<file path="config.mk">
export PLATFORM = sky130hd
export DESIGN_NAME = dht_line_formatter
export DESIGN_NICKNAME = d
export VERILOG_FILES = /design/src/rtl/dht_fmt_pkg.sv /design/src/rtl/bcd_to_ascii.sv /design/src/rtl/dht_line_formatter.sv
export SDC_FILE = /design/constraint.sdc
export NUM_CORES = 1
export LEC_CHECK = 0
export ABC_AREA = 1
export ABC_CLOCK_PERIOD_IN_PS = 5500
export BUFFER_PORTS_ARGS = -buffer_cell sky130_fd_sc_hd__buf_4
export CAP_MARGIN = 10
export CORE_MARGIN = 2
export CORE_UTILIZATION = 60
export CTS_BUF_LIST = sky130_fd_sc_hd__clkbuf_16
export DETAILED_ROUTE_END_ITERATION = 8
export GPL_ROUTABILITY_DRIVEN = 0
export PLACE_DENSITY = 0.82
export SETUP_SLACK_MARGIN = 0.05
export SYNTH_ARGS = -nofsm -noshare
export SYNTH_HDL_FRONTEND = slang
export SYNTH_HIERARCHICAL = 1
export SYNTH_SLANG_ARGS = --single-unit
</file>
<file path="constraint.sdc">
create_clock -name clk -period 5.5 [get_ports clk]
set_input_delay 1.1 -clock clk [delete_from_list [all_inputs] [get_ports clk]]
set_output_delay 1.1 -clock clk [all_outputs]
set_load 0.01 [all_outputs]
</file>
<file path="src/rtl/dht_fmt_pkg.sv">
// Shared constants, FSM state type and line-geometry helpers for the DHT line formatter.
package dht_fmt_pkg;

    localparam logic [7:0] ASC_T     = 8'h74;
    localparam logic [7:0] ASC_E     = 8'h65;
    localparam logic [7:0] ASC_M     = 8'h6D;
    localparam logic [7:0] ASC_P     = 8'h70;
    localparam logic [7:0] ASC_H     = 8'h68;
    localparam logic [7:0] ASC_U     = 8'h75;
    localparam logic [7:0] ASC_I     = 8'h69;
    localparam logic [7:0] ASC_COLON = 8'h3A;
    localparam logic [7:0] ASC_SP    = 8'h20;
    localparam logic [7:0] ASC_DOT   = 8'h2E;
    localparam logic [7:0] ASC_TAB   = 8'h09;
    localparam logic [7:0] ASC_CR    = 8'h0D;
    localparam logic [7:0] ASC_LF    = 8'h0A;
    localparam logic [7:0] ASC_O     = 8'h4F;
    localparam logic [7:0] ASC_K     = 8'h4B;
    localparam logic [7:0] ASC_X     = 8'h58;
    localparam logic [7:0] ASC_QM    = 8'h3F;
    localparam logic [7:0] ASC_0     = 8'h30;

    typedef enum logic [1:0] {
        IDLE = 2'd0,
        SEND = 2'd1,
        DONE = 2'd2
    } state_e;

    function automatic int unsigned line_len(input int unsigned int_digits,
                                             input int unsigned frac_digits);
        return 18 + 2 * int_digits + 4 * frac_digits;
    endfunction

    // Characters of the six-byte "temp: " / "humi: " field labels.
    function automatic logic [7:0] label_char(input logic [2:0] pos, input logic humi);
        logic [7:0] c;
        c = ASC_SP;
        case (pos)
            3'd0:    c = humi ? ASC_H : ASC_T;
            3'd1:    c = humi ? ASC_U : ASC_E;
            3'd2:    c = ASC_M;
            3'd3:    c = humi ? ASC_I : ASC_P;
            3'd4:    c = ASC_COLON;
            default: c = ASC_SP;
        endcase
        return c;
    endfunction

endpackage

</file>
<file path="src/rtl/bcd_to_ascii.sv">
// One BCD nibble to its ASCII digit; nibbles A..F render as '?'.
module bcd_to_ascii
    import dht_fmt_pkg::*;
(
    input  logic [3:0] nibble_i,
    output logic [7:0] ascii_c_o
);

    always_comb begin
        ascii_c_o = ASC_QM;
        if (nibble_i <= 4'd9) begin
            ascii_c_o = ASC_0 + {4'h0, nibble_i};
        end
    end

endmodule

</file>
<file path="src/rtl/dht_line_formatter.sv">
// Snapshots DHT readings on i_start and streams one ASCII status line over valid/ready.
// Optional build macro DHT_FMT_ZERO_SUPPRESS_EN blanks leading zero integer digits.
module dht_line_formatter
    import dht_fmt_pkg::*;
#(
    parameter int unsigned DATA_WIDTH  = 8,
    parameter int unsigned INT_DIGITS  = 2,
    parameter int unsigned FRAC_DIGITS = 1
) (
    input  logic                    clk,
    input  logic                    rst_n,
    input  logic                    i_start,
    input  logic                    i_error,
    input  logic [4*INT_DIGITS-1:0] i_temp_int,
    input  logic [3:0]              i_temp_frac,
    input  logic [4*INT_DIGITS-1:0] i_humi_int,
    input  logic [3:0]              i_humi_frac,
    output logic [DATA_WIDTH-1:0]   o_data,
    output logic                    o_valid,
    input  logic                    i_ready,
    output logic                    o_busy,
    output logic                    o_done
);

    localparam int unsigned IW       = 4 * INT_DIGITS;
    localparam int unsigned LINE_LEN = line_len(INT_DIGITS, FRAC_DIGITS);
    localparam int unsigned IDX_W    = $clog2(LINE_LEN);
    localparam int unsigned T_INT    = 6;
    localparam int unsigned T_DOT    = T_INT + INT_DIGITS;
    localparam int unsigned T_FRC    = T_DOT + 1;
    localparam int unsigned T_SP     = T_INT + INT_DIGITS + 2 * FRAC_DIGITS;
    localparam int unsigned H_LBL    = T_SP + 1;
    localparam int unsigned H_INT    = H_LBL + 6;
    localparam int unsigned H_DOT    = H_INT + INT_DIGITS;
    localparam int unsigned H_FRC    = H_DOT + 1;
    localparam int unsigned TAB_POS  = H_INT + INT_DIGITS + 2 * FRAC_DIGITS;
    localparam int unsigned ST0_POS  = TAB_POS + 1;
    localparam int unsigned ST1_POS  = TAB_POS + 2;
    localparam int unsigned CR_POS   = TAB_POS + 3;
    localparam int unsigned LF_POS   = TAB_POS + 4;

    state_e                  state_q, state_d;
    logic [IDX_W-1:0]        index_q, index_d;
    logic [IW-1:0]           t_int_q, h_int_q;
    logic [3:0]              t_frac_q, h_frac_q;
    logic                    err_q;
    logic [DATA_WIDTH-1:0]   data_d;
    logic                    valid_d, busy_d, done_d;
    logic [7:0]              char_c;
    logic [7:0]              t_asc [INT_DIGITS];
    logic [7:0]              h_asc [INT_DIGITS];
    logic [7:0]              t_chr [INT_DIGITS];
    logic [7:0]              h_chr [INT_DIGITS];
    logic [7:0]              t_frac_asc, h_frac_asc;

    for (genvar k = 0; k < INT_DIGITS; k++) begin : g_dig
        bcd_to_ascii u_t (.nibble_i(t_int_q[4*k +: 4]), .ascii_c_o(t_asc[k]));
        bcd_to_ascii u_h (.nibble_i(h_int_q[4*k +: 4]), .ascii_c_o(h_asc[k]));
    end
    bcd_to_ascii u_tf (.nibble_i(t_frac_q), .ascii_c_o(t_frac_asc));
    bcd_to_ascii u_hf (.nibble_i(h_frac_q), .ascii_c_o(h_frac_asc));

`ifdef DHT_FMT_ZERO_SUPPRESS_EN
    // Blank zeros from the MSD down until the first nonzero nibble; digit 0 always prints.
    always_comb begin
        logic t_lead, h_lead;
        t_lead = 1'b1;
        h_lead = 1'b1;
        for (int k = 0; k < int'(INT_DIGITS); k++) begin
            t_chr[k] = t_asc[k];
            h_chr[k] = h_asc[k];
        end
        for (int k = int'(INT_DIGITS) - 1; k > 0; k--) begin
            t_lead = t_lead && (t_int_q[4*k +: 4] == 4'd0);
            h_lead = h_lead && (h_int_q[4*k +: 4] == 4'd0);
            if (t_lead) t_chr[k] = ASC_SP;
            if (h_lead) h_chr[k] = ASC_SP;
        end
    end
`else
    always_comb begin
        for (int k = 0; k < int'(INT_DIGITS); k++) begin
            t_chr[k] = t_asc[k];
            h_chr[k] = h_asc[k];
        end
    end
`endif

    // Character for the byte position that will be presented next.
    always_comb begin
        char_c = 8'h00;
        case (index_d)
            IDX_W'(T_SP):    char_c = ASC_SP;
            IDX_W'(TAB_POS): char_c = ASC_TAB;
            IDX_W'(ST0_POS): char_c = err_q ? ASC_X : ASC_O;
            IDX_W'(ST1_POS): char_c = err_q ? ASC_X : ASC_K;
            IDX_W'(CR_POS):  char_c = ASC_CR;
            IDX_W'(LF_POS):  char_c = ASC_LF;
            default: begin
                if (index_d < IDX_W'(T_INT)) begin
                    char_c = label_char(3'(index_d), 1'b0);
                end else if (index_d >= IDX_W'(H_LBL) && index_d < IDX_W'(H_INT)) begin
                    char_c = label_char(3'(index_d - IDX_W'(H_LBL)), 1'b1);
                end
                for (int k = 0; k < int'(INT_DIGITS); k++) begin
                    if (index_d == IDX_W'(int'(T_INT + INT_DIGITS) - 1 - k)) char_c = t_chr[k];
                    if (index_d == IDX_W'(int'(H_INT + INT_DIGITS) - 1 - k)) char_c = h_chr[k];
                end
                if (FRAC_DIGITS != 0) begin
                    if (index_d == IDX_W'(T_DOT)) char_c = ASC_DOT;
                    if (index_d == IDX_W'(T_FRC)) char_c = t_frac_asc;
                    if (index_d == IDX_W'(H_DOT)) char_c = ASC_DOT;
                    if (index_d == IDX_W'(H_FRC)) char_c = h_frac_asc;
                end
            end
        endcase
    end

    always_ff @(posedge clk or negedge rst_n) begin
        if (!rst_n) begin
            state_q <= IDLE;
            index_q <= '0;
        end else begin
            state_q <= state_d;
            index_q <= index_d;
        end
    end

    always_comb begin
        state_d = state_q;
        index_d = index_q;
        case (state_q)
            IDLE: begin
                if (i_start) begin
                    state_d = SEND;
                    index_d = '0;
                end
            end
            SEND: begin
                if (i_ready) begin
                    if (index_q == IDX_W'(LF_POS)) begin
                        state_d = DONE;
                    end else begin
                        index_d = index_q + IDX_W'(1);
                    end
                end
            end
            DONE: begin
                state_d = IDLE;
                index_d = '0;
            end
            default: begin
                state_d = IDLE;
                index_d = '0;
            end
        endcase
    end

    // Outputs are registered from the next state so o_valid rises the cycle after start.
    always_comb begin
        valid_d = (state_d == SEND);
        busy_d  = (state_d != IDLE);
        done_d  = (state_d == DONE);
        data_d  = '0;
        if (valid_d) data_d = DATA_WIDTH'(char_c);
    end

    always_ff @(posedge clk or negedge rst_n) begin
        if (!rst_n) begin
            o_data  <= '0;
            o_valid <= 1'b0;
            o_busy  <= 1'b0;
            o_done  <= 1'b0;
        end else begin
            o_data  <= data_d;
            o_valid <= valid_d;
            o_busy  <= busy_d;
            o_done  <= done_d;
        end
    end

    // Snapshot taken only when a start is accepted.
    always_ff @(posedge clk or negedge rst_n) begin
        if (!rst_n) begin
            t_int_q  <= '0;
            h_int_q  <= '0;
            t_frac_q <= '0;
            h_frac_q <= '0;
            err_q    <= 1'b0;
        end else if (state_q == IDLE && i_start) begin
            t_int_q  <= i_temp_int;
            h_int_q  <= i_humi_int;
            t_frac_q <= i_temp_frac;
            h_frac_q <= i_humi_frac;
            err_q    <= i_error;
        end
    end

endmodule

</file>
== Word-level counts from Yosys, hierarchy flattened ==
Cells that the tools add are included.
W data, S select, Z words.
Cells by class
  add/sub/neg operators: 8
  eq/ne operators: 26
  bitwise operators: 0
  divide/modulo/power cells: 0
  multiplexer cells: 30
  $lt $le $gt $ge: 9
  reduce and logical (&&, ||, !) cells: 6
  shift-type cells: 0
  $mul: 0
Operators with widths (number)
  $mux W8: 16
  $pmux W7 S5: 2
  $eq A5 B5 Y1 const B: 10
  $pmux W8 S6: 1
  $add A6 B4 Y7 const A: 6
  $mux W5: 5
  $le A4 B4 Y1 const B: 6
  $eq A5 B4 Y1 const B: 3
  $eq A3 B2 Y1 const B: 4
  $eq A5 B3 Y1 const B: 2
  $pmux W5 S2: 1
  $mux W7: 1
  $eq A3 B1 Y1 const B: 2
  $eq A3 B3 Y1 const B: 2
  $logic_not A3 Y1: 2
  $mux W2: 3
  $add A5 B1 Y5 const B: 1
  $ge A5 B4 Y1 const B: 1
  $lt A5 B3 Y1 const B: 1
  $lt A5 B5 Y1 const B: 1
  $eq A2 B1 Y1 const B: 2
  $pmux W2 S2: 1
  $sub A3 B2 Y3 const B: 1
  $eq A2 B2 Y1 const B: 1
  3 further kinds: 4
Word-level totals
  memory bits (read-only): 0
  input bits: 29
  bits in writable memories: 0
  output and inout bits: 11
  register bits: 43
  bits in latches: 0
  memories kept: 0

== Logic depth before layout (Yosys ltp) ==
  word-level depth: 19
  gate-level depth with buffers: 28
  depth with buffers taken out: 28

== By module ==
The synthesis kept the hierarchy.
Modules (own cells, without submodules)
  dht_line_formatter: sequential area each 1076.0 um^2, cells an instance 401, area an instance 2945.3 um^2, instances 1
  bcd_to_ascii: sequential area each 0.0 um^2, cells an instance 14, area an instance 72.6 um^2, instances 6

== Worst setup path after synthesis ==
No wires, ideal clock.
  path kind: in2reg
  start point: input i_start
  end point: register o_data[4]
  path slack: 2620 ps
  stages: 21
  data required time: 5383 ps
  path buffers: 0
  arrival time: 2763 ps
  cell sequence: nor3_4 nand2_1 nand2_1 ha_1 inv_1 nand3_1 nand2_1 o21ai_0 inv_1 nand2_1 nand2_1 nand2_1 nand2_1 nand2_1 nand2_1 nand2_1 nand2_1 nand2_1 nand2_1 nand2_1 nand2_1
Between the ends
  cells in the longest elaborated chain, start to end: 17
  elaborated cells between the ends (all ways): 48
  classes of those cells: add/sub (1); order compare (3); eq/ne (23); mux (18); reduce/logical (3)
RTL lines
  from (decl): RTL line dht_line_formatter.sv:12  | input logic i_start,
  $mux W5 (*): RTL line dht_line_formatter.sv:134  | if (i_start) begin
  $pmux W5 S2 (*): RTL line dht_line_formatter.sv:132  | case (state_q)
  via index_d[0]: RTL line dht_line_formatter.sv:43  | logic [IDX_W-1:0] index_q, index_d;
  $sub A3 B2 Y3: RTL line dht_line_formatter.sv:103  | char_c = label_char(3'(index_d - IDX_W'(H_LBL)), 1'b1);
  $eq A3 B3 Y1, or another cell as far along: RTL line dht_fmt_pkg.sv:38  | case (pos)
  $pmux W7 S5: RTL line dht_fmt_pkg.sv:38
  $mux W7: RTL line dht_line_formatter.sv:102  | end else if (index_d >= IDX_W'(H_LBL) && index_d < IDX_W'(H_INT)) begin
  $mux W8: RTL line dht_line_formatter.sv:100  | if (index_d < IDX_W'(T_INT)) begin
  [... 3 more ...]
  $mux W8: RTL line dht_line_formatter.sv:107  | if (index_d == IDX_W'(int'(H_INT + INT_DIGITS) - 1 - k)) char_c = h_chr[k];
  $mux W8: RTL line dht_line_formatter.sv:110  | if (index_d == IDX_W'(T_DOT)) char_c = ASC_DOT;
  $mux W8: RTL line dht_line_formatter.sv:111  | if (index_d == IDX_W'(T_FRC)) char_c = t_frac_asc;
  $mux W8: RTL line dht_line_formatter.sv:112  | if (index_d == IDX_W'(H_DOT)) char_c = ASC_DOT;
  $mux W8: RTL line dht_line_formatter.sv:113  | if (index_d == IDX_W'(H_FRC)) char_c = h_frac_asc;
  $pmux W8 S6 (*): RTL line dht_line_formatter.sv:92  | case (index_d)
  $mux W8 (*): RTL line dht_line_formatter.sv:165  | if (valid_d) data_d = DATA_WIDTH'(char_c);
  via data_d[4]: RTL line dht_line_formatter.sv:47  | logic [DATA_WIDTH-1:0] data_d;
  to (signal assigned): RTL line dht_line_formatter.sv:175  | o_data <= data_d;
  to (decl): RTL line dht_line_formatter.sv:18  | output logic [DATA_WIDTH-1:0] o_data,
The timed path passes the listed nets; every way through them passes the cells marked *.
A chain may end at the register's enable or synchronous reset.

== Worst setup path after layout ==
Same ends and word-level chain as after synthesis.

==> summary.txt <==
STA
  • Period utilisation layout: 0.589
  • Unrepaired setup endpoints after global routing: no
  • Max-slew headroom: 0.648
  • Hold WS: 0.506 ns
  • Setup TNS: 0 ns
  • Fin. max-slew vios: 0
  • Achievable Freq: 0.309 GHz
  • Worst Tran Pin Value: 0.528 ns
  • Final hold vios: 0
  • Finish-stage setup viols: 0
  • Clk_skew: 0.00361 ns
  • Minimum clock period: 3.24 ns

Finish
  • Final instance area: 0.00374 mm²
  • Final nets: 544
  • FILL cells: 469
  • Count of antenna diodes in the layout: 0
  • Area growth, synth to finish: 10.5%
  • Share of cells above drive strength 1: 0.224
  • Fin util: 0.683

Power and ir drop
  • Power, Total: 2.61 mW
  • VDD IR-drop max: 0.351 mV
  • Pwr per Cell Area: 698 mW/mm²
  • Leakage power: 2.09 nW

GRT
  • Global route overflow: 0
  • Global-route wire length before repair: 11.2 mm
  • Largest net degree at the start of global routing: 44
  • Number of global-route vias before repair: 2674
  • Initial antenna violation count: 0
  • Gr usage total: 0.220

Die
  • Die width: 79.1 µm
  • Placement Rows: 27
  • Initial core utilization: 0.618
  • Chip Height: 79.1 µm
  • Area of the core: 0.00547 mm²
  • Die area: 0.00625 mm²
  • I/O pin cnt: 40

Placed design
  • Buffers on Ports: 39
  • Cell Area, Placed: 0.00357 mm²
  • Post-DP HPWL: 4.91 mm

Critical path
  • CP endpoint kind: flop
  • WP data required: 5.67 ns
  • Crit-path max FO: 8
  • Worst R2R End: o_data[4]$_DFF_PN0_
  • Kind of critical path: in2reg
  • Startpoint Class: primary input
  • Cell chain of the critical path: buf_4 > nor3_4 > nand2_1 > nand2_1 > ha_1 > inv_1 > nand3_1 > nand2_1 > o21ai_0 > inv_1 > nand2_1 > nand2_1 > nand2_1 > nand2_1 > nand2_1 > nand2_1 > nand2_1 > nand2_1 > nand2_1 > nand2_1 > nand2_1 > nand2_1
  • Critical Path Max Stage Delay: 0.31 ns
  • Critical Path Most Common Cell: nand2_1
  • FF-to-FF Start: index_q[0]$_DFF_PN0_
  • Worst r2r path cells: 26
  • Arr. time, crit path: 3.40 ns
  • CP max stage cell: ha_1
  • R2R setup slack: 2.41 ns

Logic synthesis
  • Number of warnings issued by yosys: 6
  • Netlist cell types: 36
  • Number of synthesized register bits: 43
  • Syn_area_per_cell: 6.97 µm²
  • Multiplexer area fraction after synthesis: 0.0799
  • Synth Instances: 485
  • Post-synthesis xor/xnor area fraction: 0
  • Top cells by area, synth: dfrtp_1, nand2_1, mux2_2
  • Post-Syn Area: 0.00338 mm²
  • Count of flip-flops with a built-in enable after synthesis: 0
  • Top cell type's share of synthesized area: 0.318
  • Most used DFF post-synth: dfrtp_1
  • Adder-Cell Fraction of Synth Area: 0.0259
  • Simple logic cell fraction of the synthesized area: 0.316
  • Register area share after synthesis: 0.318
  • Asr flop ratio synth: 1.00
  • Cell taking the most area after synthesis: dfrtp_1
  • Largest family of logic cells by synthesized area: simple AND/OR/NAND/NOR gates
  • Synth Area in Compound Gates: 0.0859

CTS
  • Post-cts hold buffer count: 0
  • Reg clk slew, reported paths: 0.06 ns
  • Total clock sinks: 43
  • Htree depth: 2
  • Number of CTS-inserted buffers: 5
  • Clock latency on the worst-skew pair: 0.28 ns
  • Clock Path Buffers: 2
  • CTS tree: built
  • Post_cts resized: 0
  • Root Buffer: clkbuf_16
  • # Post-CTS Setup Buffers: 0

Routing
  • Via count: 2826
  • Post-DRT Antenna Nets: 0
  • # DRC: 0
  • WL/cell: 11.0 µm
  • Via density: 4.86
  • Drt total wl: 6.38 mm
  • Pre-antenna DRT Iters: 4
  • First DRT Iteration DRCs: 137

Min path
  • Worst min-delay path endpoint: h_frac_q[0]$_DFFE_PN0P_
  • Hold WC Path Type: reg2reg
  • Hold depth: 1
  • Hold path startpoint: h_frac_q[0]$_DFFE_PN0P_

Flow run
  • Max cap viols: 0

Run status
  • Status: completed
[cells in the final DEF, fill, tap and decap left out, types with 5 or more instances in the layout]
cell,Yosys,routed
nand2_1,159,159
a21oi_1,16,16
nor2_2,5,5
ha_1,7,7
inv_2,8,8
dfrtp_1,43,43
o21ai_1,8,8
nor2_1,24,24
conb_1,12,24
inv_1,70,70
o21ai_0,11,11
mux2_2,24,24
buf_4,25,40
clkbuf_16,0,5
nand3_1,18,18
o21ai_2,7,7
[routing by layer]
layer  vias to the layer above  track usage  wire (µm)
met3                         7       0.0466        343
li1                       1472            -          -
met5                         -            0          0
met4                         0       0.0621         71
met2                        77        0.389       3210
met1                      1270        0.271       2750
[state kept, by name (all words and copies together) (netlist names)]
name,count
o_data,8
t_int_q,8
o_done,1
state_q,2
err_q,1
t_frac_q,4
o_busy,1
h_frac_q,4
h_int_q,8
o_valid,1
index_q,5
[through the flow]
stage / setup slack [ns] / std cells
after CTS: 2.29 / 581
after detailed placement: 2.03 / 573
after global routing: 1.99 / 581
after floorplan: 2.62 / 497
after global placement: 2.18 / 573
final: 2.26 / 581
[cell families (layout without fill, tap and decap cells)]
logic type      count (synthesis)  after routing
simple gates                  235            235
flops                          43             43
mux                            24             24
buf+inv                       115            127
compound gates                 49             49
fa+ha+maj                       7              7
other cells                    12             24
[cell usage after synthesis (4+ instances only)]
cell type and count:
nand2_1 159, inv_1 70, dfrtp_1 43, buf_4 25, mux2_2 24, nor2_1 24, nand3_1 18, a21oi_1 16
conb_1 12, o21ai_0 11, clkbuf_1 8, inv_2 8, o21ai_1 8, ha_1 7, o21ai_2 7, nor2_2 5
nand2_2 4, nand2_4 4, nand3_2 4, nor2_4 4
[worst max-delay path by stage]
stage / slack [ns] / endpoint / depth (start not counted) / startpoint
finish: 2.26 / o_data[4]$_DFF_PN0_ / 22 / i_start
global route: 1.99 / o_data[4]$_DFF_PN0_ / 22 / i_start
CTS: 2.29 / o_data[4]$_DFF_PN0_ / 22 / i_start
detailed placement: 2.03 / o_data[4]$_DFF_PN0_ / 22 / i_start
global placement: 2.18 / o_data[4]$_DFF_PN0_ / 22 / i_start
floorplan: 2.62 / o_data[4]$_DFF_PN0_ / 21 / i_start
[worst max-delay path: cells and delay by family]
kind / cells / cell delay [ns]
buf+inv: 3 / 0.30
compound gates: 1 / 0.20
simple gates: 17 / 1.49
fa+ha+maj: 1 / 0.31
[report_power, final]
group,leakage (nW),internal (mW),total (mW),switching (mW)
sequential,0.511,0.478,0.586,0.108
combinational,1.50,0.628,1.69,1.06
clock,0.0812,0.212,0.328,0.116
[cell type report]
type                    instances  area [µm²]  share of cell area
multi-input cells             339        1810               0.484
inverters                      79         299              0.0800
flip-flops and latches         43        1080               0.288
well taps                      72        90.1              0.0241
clock inverters                 3        38.8              0.0104
clock buffers                   5         125              0.0335
repair buffers                 40         300              0.0804
Power figures use the tool's default switching activity.
